$ cat config.mk
export PLATFORM = sky130hd
export DESIGN_NAME = disp_source_arbiter
export DESIGN_NICKNAME = d
export VERILOG_FILES = /design/src/rtl/disp_pkg.sv /design/src/rtl/prio_enc4.sv /design/src/rtl/disp_source_arbiter.sv
export SDC_FILE = /design/constraint.sdc
export NUM_CORES = 1
export LEC_CHECK = 0
export ABC_AREA = 0
export BUFFER_PORTS_ARGS = -buffer_cell sky130_fd_sc_hd__buf_2
export CAP_MARGIN = 20
export CORE_UTILIZATION = 46
export CTS_CLUSTER_DIAMETER = 80
export DETAILED_ROUTE_END_ITERATION = 7
export PLACE_DENSITY = 0.8
export SLEW_MARGIN = 5
export SYNTH_ARGS = -nofsm -noshare
export SYNTH_HDL_FRONTEND = slang
export SYNTH_SLANG_ARGS = --single-unit
$ cat constraint.sdc
create_clock -name clk -period 3.9 [get_ports clk]
set_input_delay 0.39 -clock clk [delete_from_list [all_inputs] [get_ports clk]]
set_output_delay 0.39 -clock clk [all_outputs]
set_load 0.1 [all_outputs]
$ cat src/rtl/disp_pkg.sv
// Shared constants for the display source arbiter: source indices, FSM state
// encoding, BCD blank code and a small one-hot helper.
package disp_pkg;

  localparam int SRC_CLK  = 0;
  localparam int SRC_SW   = 1;
  localparam int SRC_EDIT = 2;
  localparam int SRC_ALM  = 3;

  localparam logic [3:0] BCD_BLANK = 4'hF;

  typedef enum logic [1:0] {
    ST_DEF    = 2'd0,
    ST_OWN    = 2'd1,
    ST_LINGER = 2'd2,
    ST_PEND   = 2'd3
  } arb_state_t;

  // Sources strictly above a one-hot owner, i.e. those allowed to preempt it.
  function automatic logic [3:0] above_mask(input logic [3:0] onehot);
    logic [3:0] at_or_below;
    at_or_below = {onehot[2:0], 1'b0} - 4'd1;
    return ~at_or_below;
  endfunction

endpackage

$ cat src/rtl/prio_enc4.sv
// Fixed-priority encoder, one-hot winner: alarm > edit > stopwatch > clock.
module prio_enc4
  import disp_pkg::*;
(
  input  logic [3:0] req,
  output logic [3:0] win
);

  always_comb begin
    // NOTE: default every always_comb output first so no path infers a latch.
    win = '0;
    if      (req[SRC_ALM])  win[SRC_ALM]  = 1'b1;
    else if (req[SRC_EDIT]) win[SRC_EDIT] = 1'b1;
    else if (req[SRC_SW])   win[SRC_SW]   = 1'b1;
    else if (req[SRC_CLK])  win[SRC_CLK]  = 1'b1;
  end

endmodule

$ cat src/rtl/disp_source_arbiter.sv
// Chooses which time source owns the 7-seg display; switches only on frame_sync.
// Optional DISP_ARB_BLANK_EN blanks the tubes for one frame after each switch.
module disp_source_arbiter
  import disp_pkg::*;
#(
  parameter int unsigned HOLD_CYC = 200_000_000,
  parameter int unsigned SRC_N    = 4
) (
  input  logic                   clk,
  input  logic                   rst,
  input  logic                   frame_sync,
  input  logic [SRC_N-1:0]       req,
  input  logic [SRC_N-1:0][23:0] src_data,
  input  logic [SRC_N-1:0][5:0]  src_blink,
  input  logic [SRC_N-1:0]       src_mode,
  output logic [SRC_N-1:0]       grant,
  output logic [23:0]            disp_data,
  output logic [5:0]             disp_blink,
  output logic                   disp_mode,
  output logic                   disp_blank
);

  localparam int unsigned     CNT_W    = (HOLD_CYC > 1) ? $clog2(HOLD_CYC) : 1;
  localparam logic [CNT_W-1:0] CNT_LAST = CNT_W'(HOLD_CYC - 1);

  arb_state_t       state;
  logic [CNT_W-1:0] cnt;
  logic             low_q;
  logic [3:0]       eff_req;
  logic [3:0]       cand;
  logic [3:0]       winner;
  logic             owner_req;
  logic             expired;
  logic             hold;
  logic             switch_now;
  logic [23:0]      sel_data;
  logic [5:0]       sel_blink;
  logic             sel_mode;

  // While the owner still holds (requesting or lingering), only higher sources
  // compete with it; once the linger expires every requester, plus clock, does.
  always_comb begin
    eff_req          = req;
    eff_req[SRC_CLK] = 1'b1;
    owner_req        = |(eff_req & grant);
    expired          = (state == ST_LINGER || state == ST_PEND) && low_q &&
                       (cnt == CNT_LAST);
    hold             = owner_req || !expired;
    cand             = hold ? ((eff_req & above_mask(grant)) | grant) : eff_req;
  end

  prio_enc4 u_prio (
    .req (cand),
    .win (winner)
  );

  assign switch_now = frame_sync && (winner != grant);

  always_comb begin
    sel_data  = '0;
    sel_blink = '0;
    sel_mode  = 1'b0;
    for (int i = 0; i < int'(SRC_N); i++) begin
      if (grant[i]) begin
        sel_data  = sel_data  | src_data[i];
        sel_blink = sel_blink | src_blink[i];
        sel_mode  = sel_mode  | src_mode[i];
      end
    end
  end

  // NOTE: sequential state uses non-blocking assignments so every register
  // samples pre-edge values regardless of statement order.
  always_ff @(posedge clk or negedge rst) begin
    if (!rst) begin
      state      <= ST_DEF;
      grant      <= SRC_N'(1);
      cnt        <= '0;
      low_q      <= 1'b0;
      disp_data  <= 24'h000000;
      disp_blink <= '0;
      disp_mode  <= 1'b1;
    end else begin
      disp_data  <= sel_data;
      disp_blink <= sel_blink;
      disp_mode  <= sel_mode;

      if (winner == grant) begin
        state <= grant[SRC_CLK] ? ST_DEF : (owner_req ? ST_OWN : ST_LINGER);
      end else if (frame_sync) begin
        grant <= winner;
        state <= winner[SRC_CLK] ? ST_DEF : ST_OWN;
      end else begin
        state <= ST_PEND;
      end

      // First low cycle only arms the linger; counting starts the cycle after.
      if (switch_now || owner_req) begin
        cnt   <= '0;
        low_q <= 1'b0;
      end else begin
        low_q <= 1'b1;
        if (low_q && cnt != CNT_LAST) cnt <= cnt + 1'b1;
      end
    end
  end

`ifdef DISP_ARB_BLANK_EN
  always_ff @(posedge clk or negedge rst) begin
    if (!rst) begin
      disp_blank <= 1'b0;
    end else if (switch_now) begin
      disp_blank <= 1'b1;
    end else if (frame_sync) begin
      disp_blank <= 1'b0;
    end
  end
`else
  assign disp_blank = 1'b0;
`endif

endmodule

# Word-level counts from Yosys, hierarchy flattened
# Cells that the tools add are included.
# W data, S select, Z words.
[word_totals] reg_bits=66 input_bits=131 output_inout_bits=36 elab_cells=68
[op_classes] add_sub_neg=2 n_eq_ne=6 n_mux=28 bitwise_logic=14 reduce_logical=11
[ops] cell="$mux W24" n=4
[ops] cell="$or A24 B24 Y24" n=3
[ops] cell="$mux W28" n=2
[ops] cell="$add A28 B1 Y28 const B" n=1
[ops] cell="$eq A28 B28 Y1 const B" n=1
[ops] cell="$ne A28 B28 Y1 const B" n=1
[ops] cell="$mux W6" n=4
[ops] cell="$or A6 B6 Y6" n=3
[ops] cell="$mux W1" n=11
[ops] cell="$mux W2" n=5
[ops] cell="$and A4 B4 Y4" n=2
[ops] cell="$eq A2 B2 Y1 const B" n=2
[ops] cell="$eq A4 B4 Y1" n=1
[ops] cell="$logic_and A1 B1 Y1" n=4
[ops] cell="$mux W4" n=1
[ops] cell="$ne A4 B4 Y1" n=1
[ops] cell="$not A4 Y4" n=1
[ops] cell="$or A4 B4 Y4" n=1
[ops] cell="$reduce_or A4 Y1" n=1
[ops] cell="$sub A4 B1 Y4 const B" n=1
[ops] cell="$logic_or A1 B1 Y1" n=3
[ops] cell="$mux W3" n=1
[ops] cell="$or A1 B1 Y1" n=3
[ops] cell="$reduce_and A2 Y1" n=1
[ops] cell="other kinds (3)" n=3

# Longest topological paths before layout
[depth] ltp_word=15 mapped_depth=13

# Modules after synthesis
# From an unflattened synthesis, not the netlist that was laid out.
[unflattened] cells_unflattened=356 area_unflattened_um2=3402.0
[by_module_without_submodules] mod="disp_source_arbiter" n_inst=1 cells_per_inst=352 area_per_inst_um2=3363.2 seq_area_each_um2=1629.1
[by_module_without_submodules] mod="prio_enc4" n_inst=1 cells_per_inst=4 area_per_inst_um2=38.8 seq_area_each_um2=0.0

# Worst setup path after synthesis
# OpenSTA, ideal clock, no wires.
[synth_path] kind="reg2reg" from="register grant[1]" to="register cnt[18]" setup_ns=0.069 arrival_ns=3.694 t_required_ns=3.831 slack_ns=0.137 stages_incl_launch_ff=14 period_less_slack_ns=3.763 cell_sequence="dfrtp_1 clkbuf_1 buf_1 inv_1 ha_1 xnor2_1 a221oi_1 mux2i_1 o21a_1 o41a_1 or2_1 buf_6 buf_12 nor2_4"
[synth_between] elab_chain_cells=12
[synth_rtl] element="start, declared" line="disp_source_arbiter.sv:16" source="output logic [SRC_N-1:0] grant,"
[synth_rtl] element="start signal, assigned" line="disp_source_arbiter.sv:91" source="grant <= winner;"
[synth_rtl] element="branches (longest 10 deep; another with $sub A4 B1 Y4)"
[synth_rtl] element="$logic_or A1 B1 Y1 *" line="disp_source_arbiter.sv:98" source="if (switch_now || owner_req) begin"
[synth_rtl] element="$mux W28 / $reduce_bool A2 Y1 (equally long branches)"
[synth_rtl] element="end signal, assigned" line="disp_source_arbiter.sv:103" source="if (low_q && cnt != CNT_LAST) cnt <= cnt + 1'b1;"
[synth_rtl] element="end, declared" line="disp_source_arbiter.sv:27" source="logic [CNT_W-1:0] cnt;"
# Mark *: on every way between the ends.
# A chain may end at the register's enable or synchronous reset.

# Worst setup path in the final report
[layout_path] from="register cnt[9]" to="register cnt[27]"
[layout_between] elab_chain_cells=13
[layout_rtl] element="$eq A28 B28 Y1" line="disp_source_arbiter.sv:47" source="(cnt == CNT_LAST);"
[layout_rtl] element="$logic_and A1 B1 Y1" line="disp_source_arbiter.sv:46" source="expired = (state == ST_LINGER || state == ST_PEND) && low_q &&"
[layout_rtl] element="$logic_not A1 Y1" line="disp_source_arbiter.sv:48" source="hold = owner_req || !expired;"
[layout_rtl] element="$logic_or A1 B1 Y1" line="disp_source_arbiter.sv:48"
[layout_rtl] element="$mux W4" line="disp_source_arbiter.sv:49" source="cand = hold ? ((eff_req & above_mask(grant)) | grant) : eff_req;"
[layout_rtl] element="$mux W1" line="prio_enc4.sv:15" source="else if (req[SRC_CLK]) win[SRC_CLK] = 1'b1;"
[layout_rtl] element="$mux W1" line="prio_enc4.sv:14" source="else if (req[SRC_SW]) win[SRC_SW] = 1'b1;"
[layout_rtl] element="$mux W2" line="prio_enc4.sv:13" source="else if (req[SRC_EDIT]) win[SRC_EDIT] = 1'b1;"
[layout_rtl] element="$mux W3" line="prio_enc4.sv:12" source="if (req[SRC_ALM]) win[SRC_ALM] = 1'b1;"
[layout_rtl] element="$ne A4 B4 Y1" line="disp_source_arbiter.sv:57" source="assign switch_now = frame_sync && (winner != grant);"
[layout_rtl] element="$logic_and A1 B1 Y1" line="disp_source_arbiter.sv:57"
[layout_rtl] element="$logic_or A1 B1 Y1" line="disp_source_arbiter.sv:98"
[layout_rtl] element="$mux W28 / $reduce_bool A2 Y1 (equally long branches)"
# Parallel ways exist; a longest one is shown, timed or not. The select of a mux whose other input is x is not followed.

==> impl_metrics.tcl <==
set metrics [dict create \
    outcome "finished, violations left" \
    failed_checks "design-rule violations" \
    clock-root-buffer "sky130_fd_sc_hd__clkbuf_8" \
    port-buffer-count 164 \
    num-nets-final 637 \
    syn_to_final_growth_pct 32.4 \
    synth_area_per_cell_um2 9.94 \
    maxSlewHeadroom 0.507 \
    drt-wirelength-per-cell_um 15.2 \
    rsz0062_at_grt "no" \
    drt.antenna.violating_nets 0 \
    hold-worst-slack_ps 101 \
    postSynth.topFlopCell "sky130_fd_sc_hd__dfrtp_1" \
    yosys_warnings 0 \
    core_area_um2 7210 \
    rows 31 \
    critical_path_class "reg -> reg" \
    final_max_slew_viol_count 0 \
    syn-num-nets 477 \
    cts.clk_slew.worst_paths_ps 80 \
    setup.worst_path.start_class "register" \
    yosysTopAreaCellShare 0.461 \
    layout.area.seq_um2 1630 \
    drt_iter0_markers 134 \
    worst_hold_path_type "in -> async" \
    power.density_cell_area_nw_per_um2 772 \
    fp.dieArea_um2 7780 \
    detail_route.first_pass.iterations 8 \
    cts-root-to-sink-buffers 2 \
    avgViaCountPerCell 5.43 \
    final_cell_count_no_fill 608 \
    hold_buffers 0 \
    cts_buffers 9 \
    grt_pass1_wl_um 13700 \
    dp.cells 592 \
    grt_start_max_net_pins 40 \
    synth_cell_types 46 \
    syn_area_um2 3420 \
    grt_overflow_total 0 \
    max_rail_drop_vdd_uv 534 \
    cts.sink_count 65 \
    antenna_cells 0 \
    synth_sequential_area_ratio 0.476 \
    drv.max_cap_violation_count 0 \
    number_of_instances_resized_during_post_cts_repair 0 \
    gp_congestion 0.882 \
    drive_above_1_share 0.399 \
    via_count 3303 \
    multiInputGateArea_um2 1640 \
    final.setup_skew_ps 10.4 \
    initial_utilization 0.474 \
    critPathMaxFanout 29 \
    yosys_register_bits 65 \
    cellLeakagePower_uw 0.00222 \
    post_cts.repair.setup_buffers 0 \
    min_period_ps 3340 \
    synth_top_area_cells "sky130_fd_sc_hd__dfrtp_1 (46%), sky130_fd_sc_hd__a22oi_1 (14%), sky130_fd_sc_hd__nand2_1 (4.7%), sky130_fd_sc_hd__xor2_1 (4.4%), sky130_fd_sc_hd__nor2_1 (3.2%)" \
    setup_total_neg_slack_ps 0 \
    setup_viol 0 \
    critPathCaptureType "register" \
    floorplan.die.width_um 88.2 \
    synthDominantAreaCellType "sky130_fd_sc_hd__dfrtp_1" \
    top_level_ports 167 \
    cp.required_ps 4160 \
    filler_cell_count 599 \
    grt_util_all_layers 0.232 \
    hpwl_um 6560 \
    die_h_um 88.2 \
    tritoncts_clock_tree "yes" \
    grt_pass1_vias 3078 \
    drc_markers 4 \
    synth_edf_count 0 \
    synth_async_sr_flop_share 1.00 \
    worst_skew_late_latency_ps 340 \
    final_hold_violations 0 \
    routed_wirelength_um 9220 \
    grt_antenna_before_repair 0 \
    worst_pin_slew_ps 739 \
    netlist_instances 344 \
    finalCritPeriodShare 0.856 \
    max_clock_freq_ghz 0.300 \
    arrival_ps 3600 \
    htree_levels 3 \
]
-- power breakdown --
| part | switching (uW) | internal [uW] |
|---|---|---|
| Combinational | 1630 | 328 |
| Sequential | 51.8 | 844 |
| Clock | 254 | 392 |
| Total | 1930 | 1560 |
-- Yosys cell counts, types with 2 or more instances --
master                     count
sky130_fd_sc_hd__mux2i_1       4
sky130_fd_sc_hd__nor2_4        9
sky130_fd_sc_hd__clkbuf_1     13
sky130_fd_sc_hd__buf_6         2
sky130_fd_sc_hd__o21ai_0       6
sky130_fd_sc_hd__xor2_1       17
sky130_fd_sc_hd__nand4_1       9
sky130_fd_sc_hd__and3_1        7
sky130_fd_sc_hd__ha_1          2
sky130_fd_sc_hd__and4_1        4
sky130_fd_sc_hd__and2_1        4
sky130_fd_sc_hd__dfrtp_1      63
sky130_fd_sc_hd__nand3_1      11
sky130_fd_sc_hd__buf_1         5
sky130_fd_sc_hd__nor2_1       29
sky130_fd_sc_hd__dfstp_2       2
sky130_fd_sc_hd__a22oi_1      64
sky130_fd_sc_hd__nor4b_2       2
sky130_fd_sc_hd__nor3_1        3
sky130_fd_sc_hd__inv_1         7
sky130_fd_sc_hd__a21oi_1       3
sky130_fd_sc_hd__xnor2_1      10
sky130_fd_sc_hd__nand2_1      43
sky130_fd_sc_hd__o31ai_1       3
-- per-layer routing --
layer	up-vias	wire length (um)	global-route usage
met4	0	138	0.0924
met1	1577	3800	0.278
met5	-	0	0
met2	144	4640	0.381
li1	1570	-	-
met3	12	633	0.0840
-- sequential cells by signal, indices dropped and copies added, names as in the netlist --
signal	flops
disp_mode	1
grant	4
disp_data	24
low_q	1
disp_blink	6
state	1
cnt	28
-- logic make-up after synthesis --
group / count (synthesis) / synth area share
AOI/OAI and AO/OA: 86 / 0.185
xor gates and xnor gates: 27 / 0.0692
adders and majority gates: 2 / 0.00732
buffers and inverters: 30 / 0.0432
DFF: 65 / 0.476
muxes: 4 / 0.0117
other: 1 / 0.00110
and+or+nand+nor: 129 / 0.206
-- per-stage QoR --
stage	power [uW]	util	setup WS, ps	area (um^2)
after floorplan	2520	-	137	3420
after global placement	2830	0.596	710	4300
after detailed placement	2860	0.596	602	4300
after CTS	3510	0.628	589	4530
after global routing	3640	0.628	378	4530
final	3500	0.628	562	4530
-- layout make-up --
| cell class | instances | share of cell area |
|---|---|---|
| inverter | 8 | 0.00663 |
| clock inverter | 5 | 0.0171 |
| sequential | 65 | 0.360 |
| timing repair buffer | 171 | 0.193 |
| tap | 99 | 0.0274 |
| clock buffer | 11 | 0.0334 |
| multi-input combinational | 249 | 0.363 |
-- critical path, stage by stage (launching register included) --
cell and delay (ps):
sky130_fd_sc_hd__dfrtp_1 430, sky130_fd_sc_hd__nor4bb_1 320, sky130_fd_sc_hd__nand3_1 210, sky130_fd_sc_hd__nor4_4 300, sky130_fd_sc_hd__buf_4 230, sky130_fd_sc_hd__mux2i_1 400, sky130_fd_sc_hd__nor3_1 120, sky130_fd_sc_hd__o41a_1 550
sky130_fd_sc_hd__or2_1 240, sky130_fd_sc_hd__buf_4 270, sky130_fd_sc_hd__a21oi_1 180
-- final timing paths --
path                              startpoint       endpoint  slack (ps)  cells after the start
worst max-delay path                  cnt[9]        cnt[27]         560                     10
worst min-delay path                     rst  disp_data[14]         100                      1
worst max register to register        cnt[9]        cnt[27]         560                     10
worst min register to register        cnt[1]         cnt[1]         550                      2
max in group asynchronous                rst      disp_mode        2840                      2
min in group clk                src_data[28]   disp_data[4]         260                      3
-- cell usage in the layout, fill, tap and decap left out, types with 9 or more instances in the layout --
cell type and count:
sky130_fd_sc_hd__clkbuf_8 11, sky130_fd_sc_hd__xor2_1 17, sky130_fd_sc_hd__xnor2_1 10, sky130_fd_sc_hd__nand4_1 9, sky130_fd_sc_hd__nor2_4 9, sky130_fd_sc_hd__nor2_1 29, sky130_fd_sc_hd__nand2_1 43, sky130_fd_sc_hd__buf_2 164
sky130_fd_sc_hd__a22oi_1 64, sky130_fd_sc_hd__nand3_1 11, sky130_fd_sc_hd__dfrtp_1 63
Power figures use the tool's default switching activity.
